### src/rtl/rr_regfile_arbiter_if.sv
// Requester-side bus of the round-robin register-file arbiter.
// The master modport is the requester side; the slave modport is the arbiter.
interface rr_regfile_arbiter_if #(
    parameter int unsigned NREQ = 4,
    parameter int unsigned AW   = 5,
    parameter int unsigned DW   = 8,
    parameter int unsigned IDW  = 2
);
    logic [NREQ-1:0]    req;
    logic [NREQ-1:0]    we;
    logic [NREQ*AW-1:0] addr;
    logic [NREQ*DW-1:0] wdata;
    logic [NREQ-1:0]    gnt;
    logic               rvalid;
    logic [DW-1:0]      rdata;
    logic [IDW-1:0]     rid;
    logic               busy;

    modport master (
        output req, we, addr, wdata,
        input  gnt, rvalid, rdata, rid, busy
    );

    modport slave (
        input  req, we, addr, wdata,
        output gnt, rvalid, rdata, rid, busy
    );
endinterface

### src/rtl/rr_regfile_arbiter.sv
// Round-robin arbiter that owns a 2**AW x DW register array and serialises
// single-word reads and writes from NREQ requesters. All outputs are registered.
module rr_regfile_arbiter #(
    parameter int unsigned NREQ = 4,
    parameter int unsigned AW   = 5,
    parameter int unsigned DW   = 8,
    parameter int unsigned IDW  = 2
) (
    input  logic             clk,
    input  logic             rst_n,
    rr_regfile_arbiter_if.slave bus
);
    localparam int unsigned DEPTH = 2 ** AW;

    typedef enum logic [1:0] {StIdle, StAccess, StResp} state_e;

    state_e          state_q;
    logic [IDW-1:0]  ptr_q;
    logic [IDW-1:0]  sel_q;
    logic            we_q;
    logic [AW-1:0]   addr_q;
    logic [DW-1:0]   wdata_q;
    logic [NREQ-1:0] gnt_q;
    logic            rvalid_q;
    logic [DW-1:0]   rdata_q;
    logic [IDW-1:0]  rid_q;
    logic            busy_q;
    logic [DW-1:0]   mem [DEPTH];

    logic [IDW-1:0]  win;
    logic [NREQ-1:0] win_onehot;
    logic            any_req;
    logic [IDW-1:0]  ptr_next;
    int unsigned     idx;

    // Winner: first asserted request scanning from ptr upward, wrapping at NREQ.
    always_comb begin
        win        = '0;
        any_req    = 1'b0;
        idx        = 0;
        win_onehot = '0;
        for (int unsigned i = 0; i < NREQ; i++) begin
            idx = (32'(ptr_q) + i) % NREQ;
            if (!any_req && bus.req[idx]) begin
                win     = IDW'(idx);
                any_req = 1'b1;
            end
        end
        win_onehot[win] = 1'b1;
    end

    // Pointer moves just past the requester that was served.
    always_comb begin
        ptr_next = IDW'((32'(sel_q) + 1) % NREQ);
    end

    // Sequencer FSM, array port and registered outputs.
    always_ff @(posedge clk or negedge rst_n) begin
        if (!rst_n) begin
            state_q  <= StIdle;
            ptr_q    <= '0;
            sel_q    <= '0;
            we_q     <= 1'b0;
            addr_q   <= '0;
            wdata_q  <= '0;
            gnt_q    <= '0;
            rvalid_q <= 1'b0;
            rdata_q  <= '0;
            rid_q    <= '0;
            busy_q   <= 1'b0;
            for (int i = 0; i < DEPTH; i++) begin
                mem[i] <= '0;
            end
        end else begin
            unique case (state_q)
                StIdle: begin
                    // Latching here commits the access; later req/addr changes are ignored.
                    if (any_req) begin
                        sel_q   <= win;
                        we_q    <= bus.we[win];
                        addr_q  <= bus.addr[32'(win) * AW +: AW];
                        wdata_q <= bus.wdata[32'(win) * DW +: DW];
                        gnt_q   <= win_onehot;
                        busy_q  <= 1'b1;
                        state_q <= StAccess;
                    end
                end
                StAccess: begin
                    gnt_q <= '0;
                    if (we_q) begin
                        mem[addr_q] <= wdata_q;
                        ptr_q       <= ptr_next;
                        busy_q      <= 1'b0;
                        state_q     <= StIdle;
                    end else begin
                        rdata_q  <= mem[addr_q];
                        rid_q    <= sel_q;
                        rvalid_q <= 1'b1;
                        state_q  <= StResp;
                    end
                end
                StResp: begin
                    rvalid_q <= 1'b0;
                    ptr_q    <= ptr_next;
                    busy_q   <= 1'b0;
                    state_q  <= StIdle;
                end
                default: begin
                    state_q <= StIdle;
                end
            endcase
        end
    end

    assign bus.gnt    = gnt_q;
    assign bus.rvalid = rvalid_q;
    assign bus.rdata  = rdata_q;
    assign bus.rid    = rid_q;
    assign bus.busy   = busy_q;
endmodule
### src/flat_wrapper.sv
// flat-port wrapper written by rule: the top's interface ports become plain ports
module rr_regfile_arbiter_flat 
#(
    parameter int unsigned NREQ = 4,
    parameter int unsigned AW   = 5,
    parameter int unsigned DW   = 8,
    parameter int unsigned IDW  = 2
)
  (clk, rst_n, bus_req, bus_we, bus_addr, bus_wdata, bus_gnt, bus_rvalid, bus_rdata, bus_rid, bus_busy);
  rr_regfile_arbiter_if #(.NREQ(NREQ), .AW(AW), .DW(DW), .IDW(IDW)) bus_i ();
  input  logic clk;
  input  logic rst_n;
  input wire logic [$bits(bus_i.req)-1:0] bus_req;
  input wire logic [$bits(bus_i.we)-1:0] bus_we;
  input wire logic [$bits(bus_i.addr)-1:0] bus_addr;
  input wire logic [$bits(bus_i.wdata)-1:0] bus_wdata;
  output wire logic [$bits(bus_i.gnt)-1:0] bus_gnt;
  output wire logic [$bits(bus_i.rvalid)-1:0] bus_rvalid;
  output wire logic [$bits(bus_i.rdata)-1:0] bus_rdata;
  output wire logic [$bits(bus_i.rid)-1:0] bus_rid;
  output wire logic [$bits(bus_i.busy)-1:0] bus_busy;
  assign bus_i.req = bus_req;
  assign bus_i.we = bus_we;
  assign bus_i.addr = bus_addr;
  assign bus_i.wdata = bus_wdata;
  assign bus_gnt = bus_i.gnt;
  assign bus_rvalid = bus_i.rvalid;
  assign bus_rdata = bus_i.rdata;
  assign bus_rid = bus_i.rid;
  assign bus_busy = bus_i.busy;
  rr_regfile_arbiter #(.NREQ(NREQ), .AW(AW), .DW(DW), .IDW(IDW)) u_core (.clk(clk), .rst_n(rst_n), .bus(bus_i));
endmodule
### config.mk
export PLATFORM = sky130hd
export DESIGN_NAME = rr_regfile_arbiter_flat
export DESIGN_NICKNAME = d
export VERILOG_FILES = /design/src/rtl/rr_regfile_arbiter_if.sv /design/src/rtl/rr_regfile_arbiter.sv /design/src/flat_wrapper.sv
export SDC_FILE = /design/constraint.sdc
export NUM_CORES = 1
export LEC_CHECK = 0
export ABC_AREA = 1
export CORE_MARGIN = 8
export CORE_UTILIZATION = 42
export DETAILED_ROUTE_END_ITERATION = 10
export HOLD_SLACK_MARGIN = 0.03
export PLACE_DENSITY_LB_ADDON = 0.12
export SYNTH_ARGS = -nofsm -noshare
export SYNTH_HDL_FRONTEND = slang
export SYNTH_SLANG_ARGS = --single-unit
### constraint.sdc
create_clock -name clk -period 4.4 [get_ports clk]
set_input_delay 0.88 -clock clk [delete_from_list [all_inputs] [get_ports clk]]
set_output_delay 0.88 -clock clk [all_outputs]
set_load 0.05 [all_outputs]
==> run metrics, run 1 <==
Die X=194 um; top cells by area, synth=dfrtp_1 (55%), nand2_1 (18%), o21ai_0 (9.9%); Detailed Routing Iterations Pass 1=5; design area=15400 um2; Worst path slowest cell=nand3_2; I/O pins=78; async set-reset flop share out of synthesis=100%; initial antenna violation count=1; critical path's top delay family=simple AND/OR/NAND/NOR gates; Post-CTS Setup Bufs=0; pre-CTS setup slack=0.937 ns; warning count from the yosys run=0; Die Y=194 um; Post-Place Cells=1971; # DRC=0; startpoint types=primary input; gp weighted congestion=0.833; Slew Viols, Final=0; Pint=6.72 mW; crit path kind=primary input to register; synthesized flop and latch total=292; storage element area=7310 um2; RSZ-0062 raised after global routing=no; final net count=1671; Area growth, synth to finish=16.6%; min cycle time layout=3.00 ns; Worst Skew=0.0180 ns; MaxCap Viol Count=0; final WL=38200 um; worst r2r dst=u_core.addr_q[0]; PortBufs=77; Routed wire per std cell=18.8 um; CP max stage delay=0.64 ns; tightest hold margin=0.344 ns; critical path startpoint=bus_req[1]; Buf+Inv Stages, Crit Path=3; largest net degree at the start of global routing=102; number of cells on the critical path=15; Slew Limit Headroom=18.9%; CP required=4.80 ns; Max VDD drop=0.499 mV; CP Max Fanout=32; clk slew on worst S/H paths=0.06 ns; endpoint class of the critical path=register; Post-DP Area=14300 um2; Fill cells=2987; Root Driver=clkbuf_16; Tot GR Track Use=20.2%; setup TNS=0 ns; CTS HTree Levels=2; Top cell by count, worst path=nand2_1; Yosys top cell area share=55.2%; Slew @ Worst Pin=1.22 ns; Skew-Pair Late Insertion Delay=0.53 ns; switching power=4.67 mW; status=completed; synth unique cells=29; total core area=31300 um2; sequential cell area fraction in the yosys report=55.2%; post-route clock period utilization=68.2%; cell with the most instances after synthesis=nand2_1; post-cts sizing count=0; post-route worst setup slack=1.40 ns; sw frac=41.0%; first-pass GRT wire length=61600 um; Combinational Power Share=37.4%; Max clock buf depth=3; R2R depth=15; final core occ=49.3%; WP data arrival=3.40 ns; EDFF count, synth=0; Final setup viols=0; clock share of power=26.1%; post-synthesis cell area=13200 um2; Post-DRT Antenna Nets=0; Die Footprint=37500 um2; Worst R2R Setup Slack=1.58 ns; area of the multi-input gates=5280 um2; Syn Inst Count=1577; row count=65; layout cells sized above 1=6.44%; Fmax=333 MHz; ant diodes=0; clk sinks=292; Lkg Pwr=7.27 nW; Pwr Density=738 nW/um2; Starting Density=42.3%; vias in the first global route=10758; Initial DRC Count=1093; worst hold path class=primary input to async pin; Worst R2R Start=u_core.ptr_q[0]; top cells by count, synth=nand2_1 (642), dfrtp_1 (292), o21ai_0 (262); vias=11149; Via density=5.49; cell taking the most area after synthesis=dfrtp_1; end of the critical path=u_core.addr_q[0]; Hold Vio Cnt, Final=0; worst path cell trace=clkdlybuf4s50_1, inv_1, nand2_1, nand3_1, nand2_2, inv_2, nand2_1, nand2_2, nand3_2, nand2_1, nand2_1, nand2_1, nand2_1, nand2_1, nand2_1; Hold Buf Count CTS=0; CTS tree=built; cts bufs inserted=34; HPWL after detailed placement=23700 um; power consumption=11.4 mW; ys flop type=dfrtp_1; Finished Layout Cells=2032; Syn Area/Cell=8.40 um2; gr ovfl total=0; Seq pwr share=36.5%; syn nets=1643
power by group through the flow:
stage	registers (mW)	logic [mW]	clock network (mW)
floorplan	4.23	2.92	0
global placement	4.16	4.21	0
detailed placement	4.18	4.27	0
CTS	4.15	4.29	3.02
global route	4.27	4.81	3.12
finish	4.16	4.27	2.97
sequential cells by signal, summed over array words and instances, names as in the netlist:
signal / count
u_core.sel_q: 2
u_core.bus.rvalid: 1
u_core.bus.busy: 1
u_core.we_q: 1
u_core.wdata_q: 8
u_core.addr_q: 5
u_core.ptr_q: 2
u_core.bus.rid: 2
u_core.mem: 256
u_core.state_q: 2
u_core.bus.gnt: 4
u_core.bus.rdata: 8
routing by layer:
metal  up-vias  global-route usage, %  routed length [um]
met5         -                      0                  13
met4         2                   5.84                 950
met3        70                   3.56                2250
met2       313                   31.4               17100
met1      5435                   28.6               17900
li1       5329                      -                   -
final cells by class:
class / count / area share, %
Multi-Input combinational cell: 1130 / 34.2
Inverter: 47 / 1.16
Timing Repair Buffer: 100 / 6.46
Clock inverter: 18 / 1.51
Tap cell: 402 / 3.26
Sequential cell: 292 / 47.3
Clock buffer: 43 / 6.12
cells by family after synthesis:
| group | share of synthesized area, % |
|---|---|
| adders and majority gates | 0.378 |
| and+or+nand+nor | 22.1 |
| DFF | 55.2 |
| AOI/OAI and AO/OA | 17.3 |
| xor gates and xnor gates | 0.0661 |
| buffers and inverters | 5.04 |
worst min path at each step:
stage,slack [ns],cells past startpoint,to
2_1_floorplan,0.45,2,u_core.wdata_q[0]
3_3_place_gp,0.47,2,u_core.wdata_q[3]
3_5_place_dp,0.47,2,u_core.wdata_q[1]
4_1_cts,0.40,1,u_core.mem[137]
5_1_grt,0.42,1,u_core.mem[137]
6_report,0.34,1,u_core.mem[137]
cells in the final DEF (no fill, tap or decap), types with 2 or more instances in the layout:
cell type,count
a21oi_1,3
a22oi_1,112
buf_12,4
buf_4,19
bufinv_16,5
clkbuf_1,3
clkbuf_16,34
clkbuf_8,6
clkdlybuf4s50_1,76
clkinv_2,10
dfrtp_1,292
ha_1,4
inv_1,36
inv_2,10
inv_6,2
nand2_1,642
nand2_2,3
nand3_1,18
nand3_2,4
nand4_1,39
nor2_1,10
nor2_4,3
nor3_1,8
nor3_2,2
o21a_1,2
o21ai_0,262
o21ai_1,3
o22ai_1,11
Power figures use the tool's default switching activity.
==> run 2: changes to the inputs <==
- clock period: 4.4 -> 2.7 ns (I/O delays scaled with it)
==> run metrics, run 2 (synthesis results as in run 1) <==
initial antenna violation count=0; Finished Layout Cells=2058; Area growth, synth to finish=18.3%; clk slew on worst S/H paths=0.06 ns; Skew-Pair Late Insertion Delay=0.51 ns; Buf+Inv Stages, Crit Path=1; Post-DRT Antenna Nets=0; Post-CTS Setup Bufs=0; Max clock buf depth=3; Die X=194 um; vias=11050; layout cells sized above 1=7.25%; critical path's top delay family=buffers and inverters; CP required=2.16 ns; Die Y=194 um; Worst path slowest cell=clkdlybuf4s50_1; min cycle time layout=2.28 ns; row count=65; MaxCap Viol Count=0; ant diodes=0; first-pass GRT wire length=63000 um; Hold Buf Count CTS=1; Slew @ Worst Pin=0.750 ns; post-route clock period utilization=84.3%; final net count=1698; Reg with most FFs=u_core.mem; largest net degree at the start of global routing=65; endpoint class of the critical path=output pin; total core area=31300 um2; Slew Viols, Final=0; Routed wire per std cell=18.7 um; vias in the first global route=10989; Largest register FFs=256; CP max stage delay=0.83 ns; Pwr Density=1190 nW/um2; Die Footprint=37500 um2; Via density=5.37; gp weighted congestion=0.816; setup TNS=0 ns; Slew Limit Headroom=50.0%; Worst Skew=0.0132 ns; Lkg Pwr=7.38 nW; commonest non-fill, non-tap cell in the layout=nand2_1; gr ovfl total=0; Initial DRC Count=955; CTS HTree Levels=2; Detailed Routing Iterations Pass 1=5; cts bufs inserted=35; Final setup viols=0; most frequent cells in the layout=nand2_1 (642), dfrtp_1 (292), o21ai_0 (262), a22oi_1 (112), clkdlybuf4s50_1 (76); Tot GR Track Use=20.7%; # DRC=0; final WL=38500 um; Hold Vio Cnt, Final=0; Root Driver=clkbuf_16; I/O pins=78; PortBufs=77; RSZ-0062 raised after global routing=no; startpoint types=register; status=completed; CP Max Fanout=2; worst path cell trace=clkdlybuf4s50_1; Fmax=439 MHz; CTS tree=built; WP data arrival=1.74 ns; HPWL after detailed placement=24800 um; worst hold path class=register to register; crit path kind=register to output pin; Fill cells=2930; tightest hold margin=0.477 ns; Max VDD drop=0.523 mV; clk sinks=292; post-cts sizing count=0; Starting Density=42.3%; Post-Place Cells=1996
-- run 2: final timing paths --
kind / from / endpoint / slack, ns / depth (start not counted)
max in group asynchronous: rst_n / u_core.mem[222] / 1.34 / 4
worst max-delay path: u_core.bus.rdata[7] / bus_rdata[7] / 0.42 / 1
worst max register to register: u_core.addr_q[1] / u_core.bus.rdata[5] / 0.52 / 12
min in group asynchronous: rst_n / u_core.mem[136] / 0.57 / 2
worst min-delay path: u_core.bus.rid[1] / u_core.bus.rid[1] / 0.48 / 2
worst min register to register: u_core.bus.rid[1] / u_core.bus.rid[1] / 0.48 / 2
-- run 2: power breakdown --
group	internal (mW)	leakage [nW]	switching [mW]
clock network	2.73	0.541	1.77
logic	2.41	2.86	4.99
registers	5.86	3.98	0.906
total	11.0	7.38	7.66
-- run 2: per-stage QoR --
step	util, %	total power [mW]	setup slack (ns)	instance area [um2]
3_3_place_gp	46.5	14.1	0.310	14600
3_5_place_dp	46.5	14.2	0.257	14600
6_report	50.0	18.7	0.423	15700
4_1_cts	50.0	18.8	0.402	15700
2_1_floorplan	-	11.7	0.989	13200
5_1_grt	50.0	20.0	0.288	15700
-- run 2: routing by layer --
metal	vias to the layer above	routed length [um]	global-route usage [%]	part of all wire (%)
li1	5378	-	-	-
met1	5340	18500	29.9	48
met2	280	17100	31.9	45
met3	52	2030	3.30	5.3
met4	0	793	5.36	2.1
met5	-	0	0	0
-- run 2: layout make-up --
type / instances / area (um2) / share of cell area (%)
clock buffer: 58 / 1080 / 6.92
clock inverter: 3 / 15.0 / 0.0958
inverter: 47 / 179 / 1.14
multi-input combinational: 1130 / 5280 / 33.7
sequential: 292 / 7310 / 46.6
tap: 402 / 503 / 3.21
timing repair buffer: 126 / 1300 / 8.27
